$ cat src/rtl/lock_access_controller_if.sv
// ---------------------------------------------------------------------------
// lock_access_controller_if
//   Keypad/button inputs and lock status outputs of the password lock
//   sequencing controller.
//
//   master : keypad/debounce side (drives buttons and digit, reads status)
//   slave  : lock_access_controller
//
//   hex_in           4  digit value, sampled on an enter press
//   enter/set/change/clear  debounced, clk-synchronous button levels
//   current_password 16 stored password
//   state            3  0 LOCKED, 1 UNLOCKED, 2 CHG_NEW, 3 CHG_CONFIRM, 4 LOCKOUT
//   digit_count      3  digits collected in the current entry (0..3)
//   entry_buf        16 digits shifted in so far
//   fail_count       3  consecutive unlock mismatches
//   ok_pulse         1  one-cycle success strobe
//   err_pulse        1  one-cycle failure strobe
// ---------------------------------------------------------------------------
interface lock_access_controller_if;
    logic [3:0]  hex_in;
    logic        enter;
    logic        set;
    logic        change;
    logic        clear;
    logic [15:0] current_password;
    logic [2:0]  state;
    logic [2:0]  digit_count;
    logic [15:0] entry_buf;
    logic [2:0]  fail_count;
    logic        ok_pulse;
    logic        err_pulse;

    modport master (
        output hex_in, enter, set, change, clear,
        input  current_password, state, digit_count, entry_buf,
               fail_count, ok_pulse, err_pulse
    );

    modport slave (
        input  hex_in, enter, set, change, clear,
        output current_password, state, digit_count, entry_buf,
               fail_count, ok_pulse, err_pulse
    );
endinterface

$ cat src/rtl/lock_access_controller.sv
// ---------------------------------------------------------------------------
// lock_access_controller
//   Sequencing controller for the hex-keypad password lock. Detects button
//   presses (rising levels), assembles 4-digit codes, checks them against
//   the stored password, runs the two-entry password change and enforces a
//   timed lockout after MAX_FAILS consecutive unlock mismatches.
//
//   clk    : system clock, all logic on the rising edge
//   reset  : asynchronous, active-high; returns everything to reset values
//   bus    : lock_access_controller_if.slave (buttons in, status out)
//
//   Parameters:
//     DEFAULT_PW     password loaded on reset
//     MAX_FAILS      consecutive mismatches that trigger lockout (1..7)
//     LOCKOUT_CYCLES clk cycles spent in LOCKOUT (>= 2)
// ---------------------------------------------------------------------------
module lock_access_controller #(
    parameter logic [15:0] DEFAULT_PW     = 16'h0000,
    parameter int          MAX_FAILS      = 3,
    parameter int          LOCKOUT_CYCLES = 100_000_000
) (
    input  logic                      clk,
    input  logic                      reset,
    lock_access_controller_if.slave   bus
);

    localparam int TIMER_W = $clog2(LOCKOUT_CYCLES);

    typedef enum logic [2:0] {
        ST_LOCKED      = 3'd0,
        ST_UNLOCKED    = 3'd1,
        ST_CHG_NEW     = 3'd2,
        ST_CHG_CONFIRM = 3'd3,
        ST_LOCKOUT     = 3'd4
    } state_t;

    state_t               st;
    logic [15:0]          password;
    logic [15:0]          pending;
    logic [15:0]          buf_q;
    logic [2:0]           count_q;
    logic [2:0]           fails_q;
    logic [TIMER_W-1:0]   timer;
    logic                 ok_q;
    logic                 err_q;

    // Previous button samples for rising-level press detection.
    logic enter_d, set_d, change_d, clear_d;

    logic        enter_press, set_press, change_press, clear_press;
    logic [15:0] code;
    logic [2:0]  fails_next;
    logic        last_digit;

    assign enter_press  = bus.enter  & ~enter_d;
    assign set_press    = bus.set    & ~set_d;
    assign change_press = bus.change & ~change_d;
    assign clear_press  = bus.clear  & ~clear_d;

    // Buffer contents including the digit being entered this cycle; on the
    // fourth digit this is the completed code.
    assign code       = {buf_q[11:0], bus.hex_in};
    assign last_digit = (count_q == 3'd3);
    assign fails_next = fails_q + 3'd1;

    // NOTE: all state is updated with non-blocking assignments so every
    // decision in this block sees the values from before the clock edge.
    always_ff @(posedge clk or posedge reset) begin
        if (reset) begin
            st       <= ST_LOCKED;
            password <= DEFAULT_PW;
            pending  <= '0;
            buf_q    <= '0;
            count_q  <= '0;
            fails_q  <= '0;
            timer    <= '0;
            ok_q     <= 1'b0;
            err_q    <= 1'b0;
            enter_d  <= 1'b0;
            set_d    <= 1'b0;
            change_d <= 1'b0;
            clear_d  <= 1'b0;
        end else begin
            enter_d  <= bus.enter;
            set_d    <= bus.set;
            change_d <= bus.change;
            clear_d  <= bus.clear;
            ok_q     <= 1'b0;
            err_q    <= 1'b0;

            // One action per cycle, chosen by priority clear > set > change
            // > enter; lower-priority presses in the same cycle are lost.
            if (st == ST_LOCKOUT) begin
                if (timer == '0) begin
                    st      <= ST_LOCKED;
                    fails_q <= '0;
                end else begin
                    timer <= timer - 1'b1;
                end
            end else if (clear_press) begin
                buf_q   <= '0;
                count_q <= '0;
                if (st == ST_CHG_CONFIRM) begin
                    st      <= ST_CHG_NEW;
                    pending <= '0;
                end
            end else if (set_press) begin
                // Relock from any open state; aborts a change in progress.
                if (st != ST_LOCKED) begin
                    st      <= ST_LOCKED;
                    buf_q   <= '0;
                    count_q <= '0;
                end
            end else if (change_press) begin
                if (st == ST_UNLOCKED)
                    st <= ST_CHG_NEW;
            end else if (enter_press && st != ST_UNLOCKED) begin
                if (!last_digit) begin
                    buf_q   <= code;
                    count_q <= count_q + 3'd1;
                end else begin
                    buf_q   <= '0;
                    count_q <= '0;
                    case (st)
                        ST_LOCKED: begin
                            if (code == password) begin
                                st      <= ST_UNLOCKED;
                                fails_q <= '0;
                                ok_q    <= 1'b1;
                            end else begin
                                err_q   <= 1'b1;
                                fails_q <= fails_next;
                                if (fails_next == 3'(MAX_FAILS)) begin
                                    st    <= ST_LOCKOUT;
                                    // Counts down to zero; the exit happens
                                    // on the edge that sees zero, giving
                                    // exactly LOCKOUT_CYCLES cycles here.
                                    timer <= TIMER_W'(LOCKOUT_CYCLES - 1);
                                end
                            end
                        end
                        ST_CHG_NEW: begin
                            pending <= code;
                            st      <= ST_CHG_CONFIRM;
                        end
                        ST_CHG_CONFIRM: begin
                            if (code == pending) begin
                                password <= pending;
                                ok_q     <= 1'b1;
                            end else begin
                                err_q <= 1'b1;
                            end
                            st <= ST_UNLOCKED;
                        end
                        default: ;
                    endcase
                end
            end
        end
    end

    assign bus.current_password = password;
    assign bus.state            = st;
    assign bus.digit_count      = count_q;
    assign bus.entry_buf        = buf_q;
    assign bus.fail_count       = fails_q;
    assign bus.ok_pulse         = ok_q;
    assign bus.err_pulse        = err_q;

endmodule

$ cat src/flat_wrapper.sv
// flat-port wrapper written by rule: the top's interface ports become plain ports
module lock_access_controller_flat 
#(
    parameter logic [15:0] DEFAULT_PW     = 16'h0000,
    parameter int          MAX_FAILS      = 3,
    parameter int          LOCKOUT_CYCLES = 100_000_000
)
  (clk, reset, bus_hex_in, bus_enter, bus_set, bus_change, bus_clear, bus_current_password, bus_state, bus_digit_count, bus_entry_buf, bus_fail_count, bus_ok_pulse, bus_err_pulse);
  lock_access_controller_if bus_i ();
  input  logic clk;
  input  logic reset;
  input wire logic [$bits(bus_i.hex_in)-1:0] bus_hex_in;
  input wire logic [$bits(bus_i.enter)-1:0] bus_enter;
  input wire logic [$bits(bus_i.set)-1:0] bus_set;
  input wire logic [$bits(bus_i.change)-1:0] bus_change;
  input wire logic [$bits(bus_i.clear)-1:0] bus_clear;
  output wire logic [$bits(bus_i.current_password)-1:0] bus_current_password;
  output wire logic [$bits(bus_i.state)-1:0] bus_state;
  output wire logic [$bits(bus_i.digit_count)-1:0] bus_digit_count;
  output wire logic [$bits(bus_i.entry_buf)-1:0] bus_entry_buf;
  output wire logic [$bits(bus_i.fail_count)-1:0] bus_fail_count;
  output wire logic [$bits(bus_i.ok_pulse)-1:0] bus_ok_pulse;
  output wire logic [$bits(bus_i.err_pulse)-1:0] bus_err_pulse;
  assign bus_i.hex_in = bus_hex_in;
  assign bus_i.enter = bus_enter;
  assign bus_i.set = bus_set;
  assign bus_i.change = bus_change;
  assign bus_i.clear = bus_clear;
  assign bus_current_password = bus_i.current_password;
  assign bus_state = bus_i.state;
  assign bus_digit_count = bus_i.digit_count;
  assign bus_entry_buf = bus_i.entry_buf;
  assign bus_fail_count = bus_i.fail_count;
  assign bus_ok_pulse = bus_i.ok_pulse;
  assign bus_err_pulse = bus_i.err_pulse;
  lock_access_controller #(.DEFAULT_PW(DEFAULT_PW), .MAX_FAILS(MAX_FAILS), .LOCKOUT_CYCLES(LOCKOUT_CYCLES)) u_core (.clk(clk), .reset(reset), .bus(bus_i));
endmodule
$ cat config.mk
export PLATFORM = sky130hd
export DESIGN_NAME = lock_access_controller_flat
export DESIGN_NICKNAME = d
export VERILOG_FILES = /design/src/rtl/lock_access_controller_if.sv /design/src/rtl/lock_access_controller.sv /design/src/flat_wrapper.sv
export SDC_FILE = /design/constraint.sdc
export NUM_CORES = 1
export LEC_CHECK = 0
export CORE_ASPECT_RATIO = 1.25
export CORE_MARGIN = 4
export CORE_UTILIZATION = 42
export DETAILED_ROUTE_END_ITERATION = 7
export PLACE_DENSITY = 0.65
export SLEW_MARGIN = 20
export SYNTH_ARGS = -nofsm -noshare
export SYNTH_HDL_FRONTEND = slang
export SYNTH_SLANG_ARGS = --single-unit
$ cat constraint.sdc
create_clock -name clk -period 3.36 [get_ports clk]
set_clock_uncertainty 0.2 [all_clocks]
set_input_delay 0.84 -clock clk [delete_from_list [all_inputs] [get_ports clk]]
set_output_delay 0.84 -clock clk [all_outputs]
set_load 0.005 [all_outputs]
==> impl_metrics.env <==
export IMPL_outcome="complete, no violations"
export IMPL_antenna_found_initial=0
export IMPL_drtPass1Iterations=4
export IMPL_synth_compound_area_share_pct=10.64
export IMPL_final_instance_count_excl_fill=620
export IMPL_internal_power_uw=1701
export IMPL_power_leakage_uw=0.002150
export IMPL_worst_hold_startpoint="u_core.bus.entry_buf[12]"
export IMPL_die_y_um=122.7
export IMPL_numCtsBuffers=9
export IMPL_vdd_ir_drop_max_uv=277.5
export IMPL_rsz0062_at_grt="false"
export IMPL_finalCritPeriodShare_pct=85.13
export IMPL_yosysUniqueCellTypes=45
export IMPL_drive_above_1_share_pct=12.22
export IMPL_rows=41
export IMPL_cts_resized=0
export IMPL_p_comb_share_pct=3.3
export IMPL_maxSlewHeadroom_pct=66.38
export IMPL_yosys_top_cells_area="dfrtp_1 (51%), xnor2_1 (9.7%), nand2_1 (4.5%), mux2_2 (4.3%), a22o_1 (3.4%)"
export IMPL_seqCellArea_mm2=0.002252
export IMPL_path_clk_slew_ps=70
export IMPL_top_level_ports=53
export IMPL_whs_path_depth=1
export IMPL_grt_pass1_wl_mm=17.70
export IMPL_port_buffers=52
export IMPL_synth_most_common_cell="dfrtp_1"
export IMPL_hold_end="u_core.bus.entry_buf[12]"
export IMPL_core_mm2=0.01021
export IMPL_path_max_fanout=7
export IMPL_final_antenna_net_count=0
export IMPL_place_area_mm2=0.005172
export IMPL_reg2reg_slack_ps=840
export IMPL_drcViolationCount=0
export IMPL_diodes=0
export IMPL_power_switching_share_pct=20.39
export IMPL_async_reset_ff_share_pct=100.0
export IMPL_max_freq_mhz=349.6
export IMPL_synth_xor_area_share_pct=9.708
export IMPL_yosys_area_share_simple_pct=20.27
export IMPL_cts_setup_buffers=0
export IMPL_slew_violations=0
export IMPL_routed_wl_mm=10.39
export IMPL_ctsHoldBuffers=0
export IMPL_grt_max_degree=50
export IMPL_regToRegEndpoint="u_core.bus.fail_count[2]"
export IMPL_p_per_area_mw_per_mm2=391.4
export IMPL_clock_power_share_pct=45.9
export IMPL_insertion_delay_ps=330
export IMPL_drtIter0Drc=105
export IMPL_ctsRootBufferMaster="clkbuf_16"
export IMPL_switchingPower_uw=435.6
export IMPL_multi_input_area_mm2=0.002063
export IMPL_clock_sinks=90
export IMPL_final_cell_area_mm2=0.005459
export IMPL_dieArea_mm2=0.01224
export IMPL_die_x_um=99.76
export IMPL_cts_max_level=3
export IMPL_start_util_pct=43.30
export IMPL_synth_net_count=439
export IMPL_critPathRequiredTime_ps=3380
export IMPL_via_count=3374
export IMPL_fill_cells=897
export IMPL_tightest_slew_ps=503.3
export IMPL_critPathLaunchType="input port"
export IMPL_placed_cells=605
export IMPL_via_per_inst=5.442
export IMPL_regToRegStartpoint="u_core.timer[0]"
export IMPL_synth_edff_count=0
export IMPL_r2r_cells=9
export IMPL_syn_to_final_growth_pct=23.49
export IMPL_track_usage_pct=18.38
export IMPL_grt_pass1_vias=3504
export IMPL_seq_area_frac_synth_pct=50.95
export IMPL_yosys_warnings=0
export IMPL_period_minus_slack_ps=2860
export IMPL_muxShareOfSynthArea_pct=4.840
export IMPL_cts_tree="yes"
export IMPL_postSynthCellCount=425
export IMPL_finalHoldViolCount=0
export IMPL_grt_overflow=0
export IMPL_tns_ps=0
export IMPL_fin_util_pct=53.47
export IMPL_dp_hpwl_mm=7.364
export IMPL_avgSynthCellArea_um2=10.40
export IMPL_synth_top_family_by_area="simple AND/OR/NAND/NOR gates"
export IMPL_end_kind="register"
export IMPL_wl_per_cell_um=16.76
export IMPL_cts_buffer_depth=2
export IMPL_setup_violations=0
export IMPL_synth_common_cells="dfrtp_1 (90), nand2_1 (53), xnor2_1 (49)"
export IMPL_gp_congestion=0.8417
export IMPL_cap_violations=0
export IMPL_syn_area_mm2=0.004420
export IMPL_min_path_type="register to register"
export IMPL_pre_cts_ws_ps=131.2
export IMPL_cp_arrival_ps=2880
export IMPL_setup_ws_ps=499.7
export IMPL_nets=501
export IMPL_ys_ff_latch=90
export IMPL_synth_top_area_share_pct=50.95
export IMPL_synth_ff_type="dfrtp_1"
export IMPL_yosysTopAreaCell="dfrtp_1"
export IMPL_path_class="input port to register"
export IMPL_synthAdderAreaFrac_pct=1.132
export IMPL_power_share_sequential_pct=50.9
## worst max path at each step
stage                        from                  end
floorplan           bus_hex_in[1]  u_core.bus.state[0]
global placement        bus_clear  u_core.bus.state[1]
detailed placement  bus_hex_in[1]  u_core.bus.state[0]
CTS                 bus_hex_in[1]  u_core.bus.state[0]
global route            bus_clear  u_core.bus.state[1]
finish                  bus_clear  u_core.bus.state[1]
## power groups by stage
stage | registers (uW) | clock network, uW | logic, uW
finish | 1090 | 980 | 69.9
global route | 1090 | 1050 | 77.9
CTS | 1090 | 1020 | 71.6
detailed placement | 1110 | 0 | 71.3
global placement | 1110 | 0 | 70.4
floorplan | 1110 | 0 | 38.0
## flip-flops by register name, indices dropped and copies added, names as in the netlist, 3 cells and up
register / cells
u_core.pending: 16
u_core.bus.entry_buf: 16
u_core.bus.current_password: 16
u_core.bus.fail_count: 3
u_core.bus.state: 3
u_core.bus.digit_count: 3
u_core.timer: 27
## routing by layer
metal	GRT usage (%)	vias to the layer above	share of wire, %
li1	-	1623	-
met1	23.55	1666	44
met2	30.63	74	50
met3	3.752	11	4.2
met4	6.917	0	1.7
met5	0	-	0
## area by class of cell
class / count / area share (%)
Clock inverter: 3 / 0.7334
Inverter: 9 / 0.6876
Timing Repair Buffer: 67 / 12.06
Sequential cell: 90 / 41.26
Multi-Input combinational cell: 310 / 37.80
Clock buffer: 12 / 4.515
Tap cell: 129 / 2.957
## metrics by stage
stage	total power, uW	hold WS [ps]
after floorplan	1145	268.8
after global placement	1177	288.3
after detailed placement	1178	300.5
after CTS	2174	316.1
after global routing	2215	340.1
final	2137	315.6
## placed cells by master (no fill, tap or decap), drive strengths merged, types with 15 or more instances in the layout
cell,n
dfrtp,90
nand2,53
clkdlybuf4s50,52
xnor2,49
o21ai,36
nor3,23
nor2,21
mux2,19
a22o,17
nor4,17
buf,15
## cell families (layout without fill, tap and decap cells)
family	after synthesis	after routing
xor+xnor	49	49
buf+inv	25	91
fa+ha+maj	4	4
mux	19	19
simple gates	166	166
flops	90	90
compound gates	72	72
## worst max-delay path: stages
cell and delay (ps):
clkdlybuf4s50_1 500, nor2b_1 400, a221o_1 190, a2bb2oi_1 220, o22ai_1 110, nor3_1 260
mux2_1 350
(Power assumes the default switching activity.)
